==> src/rtl/branch_redirect_ctrl.sv <==
// Branch redirect controller: detects EX-stage mispredicts, waits for the
// delay slot to enter the pipe, issues a one-cycle fetch redirect, and queues
// every accepted resolution as a predictor update.

package branch_redirect_pkg;
  typedef struct packed {
    logic        valid;
    logic        taken;
    logic [31:0] target;
  } branch_resolved_t;
endpackage

module branch_redirect_ctrl
  import branch_redirect_pkg::*;
#(
  parameter int unsigned UPD_DEPTH  = 4,
  parameter int unsigned DROP_CNT_W = 8
) (
  input  logic                  i_clk,
  input  logic                  i_rst,
  input  branch_resolved_t      i_resolved_branch,
  input  logic [31:0]           i_branch_pc,
  input  logic                  i_pred_taken,
  input  logic [31:0]           i_pred_target,
  input  logic                  i_ds_valid,
  input  logic                  i_stall,
  input  logic                  i_except_flush,
  output logic                  o_redirect_valid,
  output logic [31:0]           o_redirect_pc,
  output logic                  o_flush_if,
  output logic                  o_bp_upd_valid,
  input  logic                  i_bp_upd_ready,
  output logic [31:0]           o_bp_upd_pc,
  output logic                  o_bp_upd_taken,
  output logic [31:0]           o_bp_upd_target,
  output logic                  o_busy,
  output logic [DROP_CNT_W-1:0] o_drop_cnt
);

  localparam int unsigned AW = $clog2(UPD_DEPTH);

  localparam logic [1:0] ST_IDLE     = 2'd0;
  localparam logic [1:0] ST_WAIT_DS  = 2'd1;
  localparam logic [1:0] ST_REDIRECT = 2'd2;

  logic [1:0]            r_state;
  logic [1:0]            w_state_next;
  logic [31:0]           r_redirect_pc;
  logic [31:0]           w_redirect_pc_next;

  logic [31:0]           r_mem_pc     [UPD_DEPTH];
  logic                  r_mem_taken  [UPD_DEPTH];
  logic [31:0]           r_mem_target [UPD_DEPTH];
  logic [AW:0]           r_wr_ptr;
  logic [AW:0]           r_rd_ptr;
  logic [DROP_CNT_W-1:0] r_drop_cnt;

  logic                  w_accept;
  logic                  w_mispredict;
  logic [31:0]           w_correct_pc;
  logic                  w_redirect;
  logic                  w_empty;
  logic                  w_full;
  logic                  w_pop;
  logic                  w_push;
  logic                  w_drop;

  // Resolution acceptance, mispredict detection and the architecturally correct PC
  always_comb begin
    w_accept     = i_resolved_branch.valid & ~i_stall & ~i_except_flush & (r_state == ST_IDLE);
    w_mispredict = w_accept &
                   ((i_resolved_branch.taken != i_pred_taken) |
                    (i_resolved_branch.taken & (i_resolved_branch.target != i_pred_target)));
    // Not-taken falls through past the delay slot; carry out is discarded
    w_correct_pc = i_resolved_branch.taken ? i_resolved_branch.target : (i_branch_pc + 32'd8);
  end

  // Next-state logic; an exception flush overrides everything and drops the latched PC
  always_comb begin
    w_state_next       = r_state;
    w_redirect_pc_next = r_redirect_pc;
    if (i_except_flush) begin
      w_state_next       = ST_IDLE;
      w_redirect_pc_next = '0;
    end else begin
      case (r_state)
        ST_IDLE: begin
          if (w_mispredict) begin
            w_redirect_pc_next = w_correct_pc;
            w_state_next       = i_ds_valid ? ST_REDIRECT : ST_WAIT_DS;
          end
        end
        ST_WAIT_DS: begin
          if (i_ds_valid) w_state_next = ST_REDIRECT;
        end
        ST_REDIRECT: begin
          w_state_next = ST_IDLE;
        end
        default: begin
          w_state_next = ST_IDLE;
        end
      endcase
    end
  end

  // FSM and latched redirect target
  always_ff @(posedge i_clk) begin
    if (i_rst) begin
      r_state       <= ST_IDLE;
      r_redirect_pc <= '0;
    end else begin
      r_state       <= w_state_next;
      r_redirect_pc <= w_redirect_pc_next;
    end
  end

  // Redirect outputs; the flush suppresses a redirect in the same cycle
  always_comb begin
    w_redirect       = (r_state == ST_REDIRECT) & ~i_except_flush;
    o_redirect_valid = w_redirect;
    o_flush_if       = w_redirect;
    o_redirect_pc    = w_redirect ? r_redirect_pc : '0;
    o_busy           = (r_state == ST_WAIT_DS) | (r_state == ST_REDIRECT);
  end

  // FIFO status and handshake decode; a full FIFO still accepts a push if it pops too
  always_comb begin
    w_empty = (r_wr_ptr == r_rd_ptr);
    w_full  = (r_wr_ptr[AW] != r_rd_ptr[AW]) && (r_wr_ptr[AW-1:0] == r_rd_ptr[AW-1:0]);
    w_pop   = ~w_empty & i_bp_upd_ready;
    w_push  = w_accept & (~w_full | w_pop);
    w_drop  = w_accept & w_full & ~w_pop;
  end

  // FIFO storage; contents need no reset because the payload is gated by empty
  always_ff @(posedge i_clk) begin
    if (w_push && !i_rst) begin
      r_mem_pc[r_wr_ptr[AW-1:0]]     <= i_branch_pc;
      r_mem_taken[r_wr_ptr[AW-1:0]]  <= i_resolved_branch.taken;
      r_mem_target[r_wr_ptr[AW-1:0]] <= i_resolved_branch.target;
    end
  end

  // FIFO pointers and saturating drop counter
  always_ff @(posedge i_clk) begin
    if (i_rst) begin
      r_wr_ptr   <= '0;
      r_rd_ptr   <= '0;
      r_drop_cnt <= '0;
    end else begin
      if (w_push) r_wr_ptr <= r_wr_ptr + 1'b1;
      if (w_pop)  r_rd_ptr <= r_rd_ptr + 1'b1;
      if (w_drop && (r_drop_cnt != {DROP_CNT_W{1'b1}})) r_drop_cnt <= r_drop_cnt + 1'b1;
    end
  end

  // Head-of-FIFO payload, forced to zero while empty
  always_comb begin
    o_bp_upd_valid  = ~w_empty;
    o_bp_upd_pc     = w_empty ? '0   : r_mem_pc[r_rd_ptr[AW-1:0]];
    o_bp_upd_taken  = w_empty ? 1'b0 : r_mem_taken[r_rd_ptr[AW-1:0]];
    o_bp_upd_target = w_empty ? '0   : r_mem_target[r_rd_ptr[AW-1:0]];
    o_drop_cnt      = r_drop_cnt;
  end

endmodule

==> config.mk <==
export PLATFORM = sky130hd
export DESIGN_NAME = branch_redirect_ctrl
export DESIGN_NICKNAME = d
export VERILOG_FILES = /design/src/rtl/branch_redirect_ctrl.sv
export SDC_FILE = /design/constraint.sdc
export NUM_CORES = 1
export LEC_CHECK = 0
export CAP_MARGIN = 20
export CORE_ASPECT_RATIO = 1.2
export CORE_MARGIN = 2
export CORE_UTILIZATION = 40
export CTS_CLUSTER_SIZE = 25
export DETAILED_ROUTE_END_ITERATION = 7
export PLACE_DENSITY = 0.66
export SYNTH_ARGS = -nofsm -noshare
export SYNTH_HDL_FRONTEND = slang
export SYNTH_SLANG_ARGS = --single-unit
export TNS_END_PERCENT = 10
==> constraint.sdc <==
create_clock -name i_clk -period 7.08 [get_ports i_clk]
set_clock_uncertainty 0.05 [all_clocks]
set_input_delay 1.062 -clock i_clk [delete_from_list [all_inputs] [get_ports i_clk]]
set_output_delay 1.062 -clock i_clk [all_outputs]
set_load 0.01 [all_outputs]
==> impl_metrics.toml, run 1 <==
[worst_setup_path]
reg2reg_depth = 7
end_kind = "output pin"
crit_fanout = 35
crit_required_ns = 5.97
critPathKind = "register to output pin"
cp-start-kind = "register"
cp.arrival_ns = 3.37
worstReg2RegStart = "r_state[0]"

[detailed_routing]
route.detailed.drc = 0
vias = 8249
via_per_inst = 5.34
detail-route-antenna-nets = 0
drt_iter0_drc = 595
drt-total-wl_um = 35200
dr.pass1.iters = 5
wl_per_cell_um = 22.8

[floorplan]
dieArea_mm2 = 0.0350
die_y_um = 205
core_area_mm2 = 0.0331
io_pins = 214
start_util_pct = 40.6
die_w_um = 171
rows = 73

[global_route]
grt_pass1_vias = 8170
grt_start_max_net_pins = 66
gr-total-overflow = 0
antenna_found_initial = 2
grt.total_usage_pct = 20.0
grt_pass1_wl_um = 51900

[timing]
slew_headroom_pct = 31.0
setup_tns_ns = 0
rsz0062_at_grt = "no"
worst_slew_pin_slew_ns = 1.03
finalMaxSlewViolations = 0
fmax_mhz = 223
hold_viol = 0
setup_ws_ns = 2.60
finalSetupViolations = 0
post-route-period-util_pct = 63.3
timing.final.crit_period_ns = 4.48

[logic_synthesis]
async_flop_share_pct = 0
synth.most_common_cell = "edfxtp_1"
syn-cell-area_mm2 = 0.0134
synth-seq-area-share_pct = 65.7
synthTopCellsByArea = "edfxtp_1, mux4_2, dfxtp_1, nor2b_1, xor2_1"
synth_edf_count = 260
yosysTopAreaCell = "edfxtp_1"
synth_common_cells = "edfxtp_1, nor2b_1, mux4_2"
syn-num-nets = 981
yosysWarningCount = 0
ys.flop_type = "edfxtp_1"
synth-seq-cells = 310
syn_inst = 866
syn_avg_cell_area_um2 = 15.5
synth.distinct_cells = 47
yosys.area.top_type_share_pct = 58.2

[final_layout]
post-route-cell-area_mm2 = 0.0170
antenna_cells = 0
multi_input_area_mm2 = 0.00438
fin_nets = 1189
drive_gt1_share_pct = 13.6
fill_cells = 2836
layout.area.seq_mm2 = 0.00881
area_growth_pct = 27.0
final_core_utilization_pct = 51.5

[power]
p_int_mw = 3.23
ir_drop_v = 0.000199
clkPwrFrac_pct = 40.0
switching_power_mw = 0.948
sw_frac_of_total_pct = 22.7
seqPwrFrac_pct = 48.3
p_comb_share_pct = 11.8
p_per_area_mw_per_mm2 = 245
p_leak_nw = 5.41

[worst_hold_path]
whs_path_depth = 2
hp-start = "r_redirect_pc[30]"
hold_path_class = "register to register"

[placement]
io_buffers = 213
gp_congestion = 0.801
dp_slack_ns = 2.81
place_hpwl_um = 23500
placed_area_mm2 = 0.0160

[clock_network]
cts_hold_buf = 0
post_cts_buffers = 0
numCtsBuffers = 31
clk_pin_slew_worst_paths_ns = 0.06
h-tree-depth = 1
cts_buffer_depth = 3
cts_resized = 0
cts.sinks = 310
clock_latency_ns = 0.55
cts-root-buf = "clkbuf_16"
cts_tree = "done"

[run]
drv_cap = 0

[outcome]
status = "complete, no violations"
logic make-up (layout without fill, tap and decap cells):
family	Yosys count	after routing	share of synthesized area, %
muxes	82	82	12.2
buffers and inverters	60	290	1.88
xor gates and xnor gates	69	69	4.50
DFF	310	310	65.7
and+or+nand+nor	245	245	10.3
adders and majority gates	10	10	0.933
AOI/OAI and AO/OA	90	90	4.57
routing by layer:
| metal | GRT usage, % | routed length [um] |
|---|---|---|
| met5 | 0 | 0 |
| met4 | 6.33 | 1080 |
| met3 | 4.48 | 2890 |
| met2 | 32.6 | 17000 |
| met1 | 26.8 | 14200 |
power groups by stage:
stage          registers, mW  clock network [mW]  logic, mW
3_5_place_dp            2.06                   0      0.498
2_1_floorplan           2.03                   0      0.248
5_1_grt                 2.02                1.76      0.529
4_1_cts                 2.02                1.70      0.501
6_report                2.02                1.67      0.492
3_3_place_gp            2.06                   0      0.494
metrics by stage:
stage	cells	hold WS [ns]	power, mW
after floorplan	866	0.374	2.28
after global placement	1491	0.389	2.55
after CTS	1546	0.402	4.22
after global routing	1546	0.438	4.31
final	1546	0.397	4.18
after detailed placement	1491	0.392	2.55
layout by cell type (no fill, tap or decap), types with 4 or more instances in the layout:
master / Yosys / routed
o21ai_0: 20 / 20
dfxtp_1: 50 / 48
nand4_1: 10 / 10
or4_1: 4 / 4
nand3_1: 20 / 20
clkdlybuf4s50_1: 0 / 212
a211oi_2: 5 / 5
bufinv_16: 0 / 5
nor4_1: 6 / 6
clkinv_1: 0 / 5
nor3_1: 12 / 12
o211ai_1: 10 / 10
mux2i_1: 17 / 17
nor2b_1: 66 / 65
o2111ai_1: 7 / 7
and2_1: 37 / 33
clkbuf_16: 0 / 31
buf_4: 2 / 13
ha_1: 10 / 10
o41ai_1: 9 / 9
mux4_2: 65 / 65
a21oi_1: 23 / 23
clkinv_2: 0 / 8
xnor2_1: 25 / 25
xor2_1: 44 / 44
nor2_1: 33 / 32
and4_1: 6 / 6
inv_1: 9 / 9
nand2_1: 30 / 30
nand2b_1: 8 / 8
edfxtp_1: 260 / 260
sequential cells by signal, summed over array words and instances, names as in the netlist, named ones only:
| signal | cells |
|---|---|
| o_drop_cnt | 8 |
| r_mem_pc | 128 |
| r_mem_taken | 4 |
| r_mem_target | 128 |
| r_rd_ptr | 3 |
| r_redirect_pc | 32 |
| r_state | 2 |
| r_wr_ptr | 3 |
worst paths after layout:
kind | slack, ns | end
setup reg to reg | 3.89 | r_mem_target[1][29]
hold reg to reg | 0.40 | r_redirect_pc[30]
setup / recovery | 2.60 | o_bp_upd_target[12]
hold / removal | 0.40 | r_redirect_pc[30]
worst max-delay path, cell delays in order (launching register included):
cell and delay (ns):
dfxtp_2 0.99, buf_4 0.58, mux4_2 0.29, nor2b_1 0.29, clkdlybuf4s50_1 0.60
layout make-up:
class	count	share of cell area [%]
sequential	310	51.7
multi-input combinational	496	25.7
timing repair buffer	226	13.1
clock buffer	33	4.60
tap	450	3.30
clock inverter	22	1.43
inverter	9	0.198
No activity file was read; power rests on OpenSTA's default activity.
==> inputs of run 2 (changes only) <==
--- a/config.mk
+++ b/config.mk
@@ -11,7 +11,7 @@
 export CORE_UTILIZATION = 40
 export CTS_CLUSTER_SIZE = 25
 export DETAILED_ROUTE_END_ITERATION = 7
-export PLACE_DENSITY = 0.66
+export PLACE_DENSITY = 0.69
 export SYNTH_ARGS = -nofsm -noshare
 export SYNTH_HDL_FRONTEND = slang
 export SYNTH_SLANG_ARGS = --single-unit
==> constraint.sdc (replaced) <==
create_clock -name i_clk -period 3.9 [get_ports i_clk]
set_clock_uncertainty 0.05 [all_clocks]
set_input_delay 0.585 -clock i_clk [delete_from_list [all_inputs] [get_ports i_clk]]
set_output_delay 0.585 -clock i_clk [all_outputs]
set_load 0.01 [all_outputs]
==> impl_metrics.toml, run 2 (synthesis results as in run 1) <==
[detailed_routing]
dr.pass1.iters = 7
drt_iter0_drc = 534
wl_per_cell_um = 22.5
via_per_inst = 5.35
vias = 8427
drt-total-wl_um = 35500
route.detailed.drc = 0
detail-route-antenna-nets = 0

[power]
p_comb_share_pct = 12.1
p_leak_nw = 5.59
sw_frac_of_total_pct = 22.3
ir_drop_v = 0.000285
p_int_mw = 6.08
p_per_area_mw_per_mm2 = 450
seqPwrFrac_pct = 46.4
power_mw = 7.82
switching_power_mw = 1.74
clkPwrFrac_pct = 41.6

[final_layout]
post-route-cell-area_mm2 = 0.0174
layout_commonest_cell = "edfxtp_1"
drive_gt1_share_pct = 15.4
mostFrequentLayoutCells = "edfxtp_1, clkdlybuf4s50_1, mux4_2, nor2b_1, dfxtp_1"
area_growth_pct = 29.7
finalNonFillerCells = 1575
fin_nets = 1216
fill_cells = 2774
final_core_utilization_pct = 52.6

[global_route]
grt_pass1_wl_um = 53000
grt.total_usage_pct = 20.4
gr-total-overflow = 0
antenna_found_initial = 0
grt_start_max_net_pins = 42
grt_pass1_vias = 8601

[clock_network]
clock_latency_ns = 0.50
cts.sinks = 310
cts_resized = 0
numCtsBuffers = 34
clk_pin_slew_worst_paths_ns = 0.06
cts_tree = "done"
cts_buffer_depth = 3
post_cts_buffers = 0
h-tree-depth = 2
cts_hold_buf = 0
cts-root-buf = "clkbuf_16"

[timing]
rsz0062_at_grt = "no"
finalSetupViolations = 0
fmax_mhz = 300
worst_slew_pin_slew_ns = 0.884
setup_tns_ns = 0
post-route-period-util_pct = 85.6
hold_viol = 0
timing.final.crit_period_ns = 3.34
slew_headroom_pct = 41.0
finalMaxSlewViolations = 0

[placement]
placed_area_mm2 = 0.0163
place_hpwl_um = 24500
dp_cells = 1515
gp_congestion = 0.849
io_buffers = 213

[worst_hold_path]
hold_path_class = "register to register"

[run]
drv_cap = 0

[worst_setup_path]
end_kind = "output pin"
crit_buf_inv = 2
cpMaxStageDelayCell = "dfxtp_2"
critPathKind = "register to output pin"
crit_required_ns = 3.26
cp.arrival_ns = 2.70
crit_fanout = 20
cp-start-kind = "register"
slowest_delay_ns = 0.74
worstPathCellList = "buf_4 -> mux4_2 -> nor2b_1 -> clkdlybuf4s50_1"
crit_family = "buffers and inverters"

[floorplan]
start_util_pct = 40.6
io_pins = 214
rows = 73
die_w_um = 171
dieArea_mm2 = 0.0350
core_area_mm2 = 0.0331
die_y_um = 205

[outcome]
status = "complete, no violations"
run 2: power groups by stage:
stage / combinational, mW / clock, mW / sequential [mW]
after floorplan: 0.450 / 0 / 3.69
after global placement: 0.954 / 0 / 3.70
after detailed placement: 0.960 / 0 / 3.70
after CTS: 0.965 / 3.31 / 3.63
after global routing: 1.02 / 3.44 / 3.63
final: 0.944 / 3.25 / 3.63
run 2: final timing paths:
kind,start,slack [ns],cells past startpoint,endpoint
hold / removal,r_redirect_pc[16],0.41,2,r_redirect_pc[16]
hold reg to reg,r_redirect_pc[16],0.41,2,r_redirect_pc[16]
setup / recovery,register,0.56,4,o_bp_upd_target[14]
setup reg to reg,r_state[0],1.40,7,r_mem_target[2][12]
run 2: layout make-up:
cell class              instances  area (um^2)  area share, %
diodes                          1         2.50         0.0144
clock inverters                16          219           1.26
flip-flops and latches        310         8810           50.6
multi-input cells             496         4370           25.1
repair buffers                250         2490           14.3
well taps                     450          563           3.24
clock buffers                  43          906           5.20
inverters                       9         33.8          0.194
run 2: routing by layer:
layer	vias to the layer above	global-route usage [%]	wire [um]
met5	-	0	0
met4	0	6.84	1020
met3	54	3.30	2330
met2	307	33.9	17500
met1	4275	27.3	14600
li1	3791	-	-
run 2: through the flow:
stage	hold WS [ns]	setup slack (ns)
finish	0.405	0.562
global route	0.421	0.428
CTS	0.406	0.501
detailed placement	0.396	0.530
global placement	0.388	0.587
floorplan	0.374	0.684
run 2: worst reg2reg max path, cell delays in order, from the launching register on:
cell	delay [ns]
dfxtp_1	0.33
inv_1	0.10
ha_1	0.28
and3_1	0.25
nand2_1	0.13
nor2_1	0.18
and2_2	0.51
buf_12	0.29
==> inputs of run 3 (changes only) <==
--- a/config.mk
+++ b/config.mk
@@ -8,10 +8,11 @@
 export CAP_MARGIN = 20
 export CORE_ASPECT_RATIO = 1.2
 export CORE_MARGIN = 2
-export CORE_UTILIZATION = 40
+export CORE_UTILIZATION = 35
+export CTS_BUF_LIST = sky130_fd_sc_hd__clkbuf_16
 export CTS_CLUSTER_SIZE = 25
 export DETAILED_ROUTE_END_ITERATION = 7
-export PLACE_DENSITY = 0.69
+export PLACE_DENSITY = 0.62
 export SYNTH_ARGS = -nofsm -noshare
 export SYNTH_HDL_FRONTEND = slang
 export SYNTH_SLANG_ARGS = --single-unit
==> impl_metrics.toml, run 3 (synthesis results as in run 1) <==
[detailed_routing]
wl_per_cell_um = 23.1
route.detailed.drc = 0
drt_iter0_drc = 529
detail-route-antenna-nets = 0
vias = 8333
dr.pass1.iters = 4
via_per_inst = 5.19
drt-total-wl_um = 37100

[power]
p_int_mw = 5.81
switching_power_mw = 1.74
seqPwrFrac_pct = 48.2
sw_frac_of_total_pct = 23.1
ir_drop_v = 0.000287
p_per_area_mw_per_mm2 = 436
clkPwrFrac_pct = 39.3
power_mw = 7.55
p_comb_share_pct = 12.6
p_leak_nw = 5.56

[final_layout]
drive_gt1_share_pct = 15.4
area_growth_pct = 29.2
fin_nets = 1216
post-route-cell-area_mm2 = 0.0173
layout_commonest_cell = "edfxtp_1"
fill_cells = 3312
finalNonFillerCells = 1606
mostFrequentLayoutCells = "edfxtp_1, clkdlybuf4s50_1, mux4_2, nor2b_1, dfxtp_1"
final_core_utilization_pct = 45.9

[floorplan]
start_util_pct = 35.5
io_pins = 214
dieArea_mm2 = 0.0399
rows = 78
die_y_um = 218
die_w_um = 183
core_area_mm2 = 0.0378

[placement]
dp_slack_ns = 0.257
dp_cells = 1548
gp_congestion = 0.803
placed_area_mm2 = 0.0163
place_hpwl_um = 25000
io_buffers = 213

[timing]
setup_tns_ns = 0
finalMaxSlewViolations = 0
timing.final.crit_period_ns = 3.38
hold_viol = 0
fmax_mhz = 296
setup_ws_ns = 0.517
worst_hold_slack_ns = 0.405
post-route-period-util_pct = 86.8
slew_headroom_pct = 38.2
rsz0062_at_grt = "no"
finalSetupViolations = 0
worst_slew_pin_slew_ns = 0.925

[clock_network]
post_cts_buffers = 0
numCtsBuffers = 31
cts_resized = 0
clk_pin_slew_worst_paths_ns = 0.07
cts_hold_buf = 0
cts-root-buf = "clkbuf_16"
cts_tree = "done"
h-tree-depth = 1
cts.sinks = 310
cts_buffer_depth = 3
clock_latency_ns = 0.56

[worst_hold_path]
hold_path_class = "register to register"

[worst_setup_path]
end_kind = "output pin"
crit_fanout = 36
cp-start-kind = "register"
critPathKind = "register to output pin"
cp.arrival_ns = 2.75
crit_required_ns = 3.26

[global_route]
grt_pass1_vias = 8364
grt.total_usage_pct = 18.3
grt_start_max_net_pins = 66
gr-total-overflow = 0
grt_pass1_wl_um = 54000
antenna_found_initial = 0

[run]
drv_cap = 0

[outcome]
status = "complete, no violations"
==> run 3: cell count changes in the layout (fill, tap and decap cells not counted), sizes merged <==
cell / previous run / this run
clkinvlp: 1 / 2
inv: 10 / 13
clkinv: 9 / 16
bufinv: 5 / 4
clkbuf: 43 / 31
buf: 38 / 41
==> run 3: critical path, stage by stage, from the launching register on <==
cell and delay, ns:
dfxtp_4 0.55, buf_12 0.31, mux4_2 0.58, nor2b_1 0.15
clkdlybuf4s50_1 0.50
==> run 3: worst paths after layout <==
kind | start | end | slack [ns] | cells past startpoint
worst max-delay path | register | o_bp_upd_target[12] | 0.52 | 4
worst min-delay path | r_redirect_pc[30] | r_redirect_pc[30] | 0.41 | 2
worst max register to register | r_state[0] | r_mem_pc[1][8] | 1.47 | 7
worst min register to register | r_redirect_pc[30] | r_redirect_pc[30] | 0.41 | 2
==> run 3: per-layer routing <==
| metal | track usage [%] | wire length [um] |
|---|---|---|
| met1 | 24.5 | 15700 |
| met2 | 31.2 | 18400 |
| met3 | 2.57 | 2090 |
| met4 | 5.19 | 853 |
| met5 | 0 | 0 |
==> run 3: area by class of cell <==
cell class                 count  area [um^2]  share of cell area (%)
multi-input combinational    496         4380                    25.3
timing repair buffer         253         2490                    14.4
clock inverter                26          235                    1.36
inverter                       9         33.8                   0.195
tap                          480          601                    3.47
sequential                   310         8810                    50.9
clock buffer                  31          776                    4.48
antenna                        1         2.50                  0.0144
==> run 3: power by group through the flow <==
stage / Combinational (mW) / Sequential [mW] / Clock (mW)
floorplan: 0.450 / 3.69 / 0
global placement: 0.961 / 3.71 / 0
detailed placement: 0.966 / 3.71 / 0
CTS: 0.971 / 3.64 / 3.04
global route: 1.02 / 3.64 / 3.16
finish: 0.948 / 3.64 / 2.97
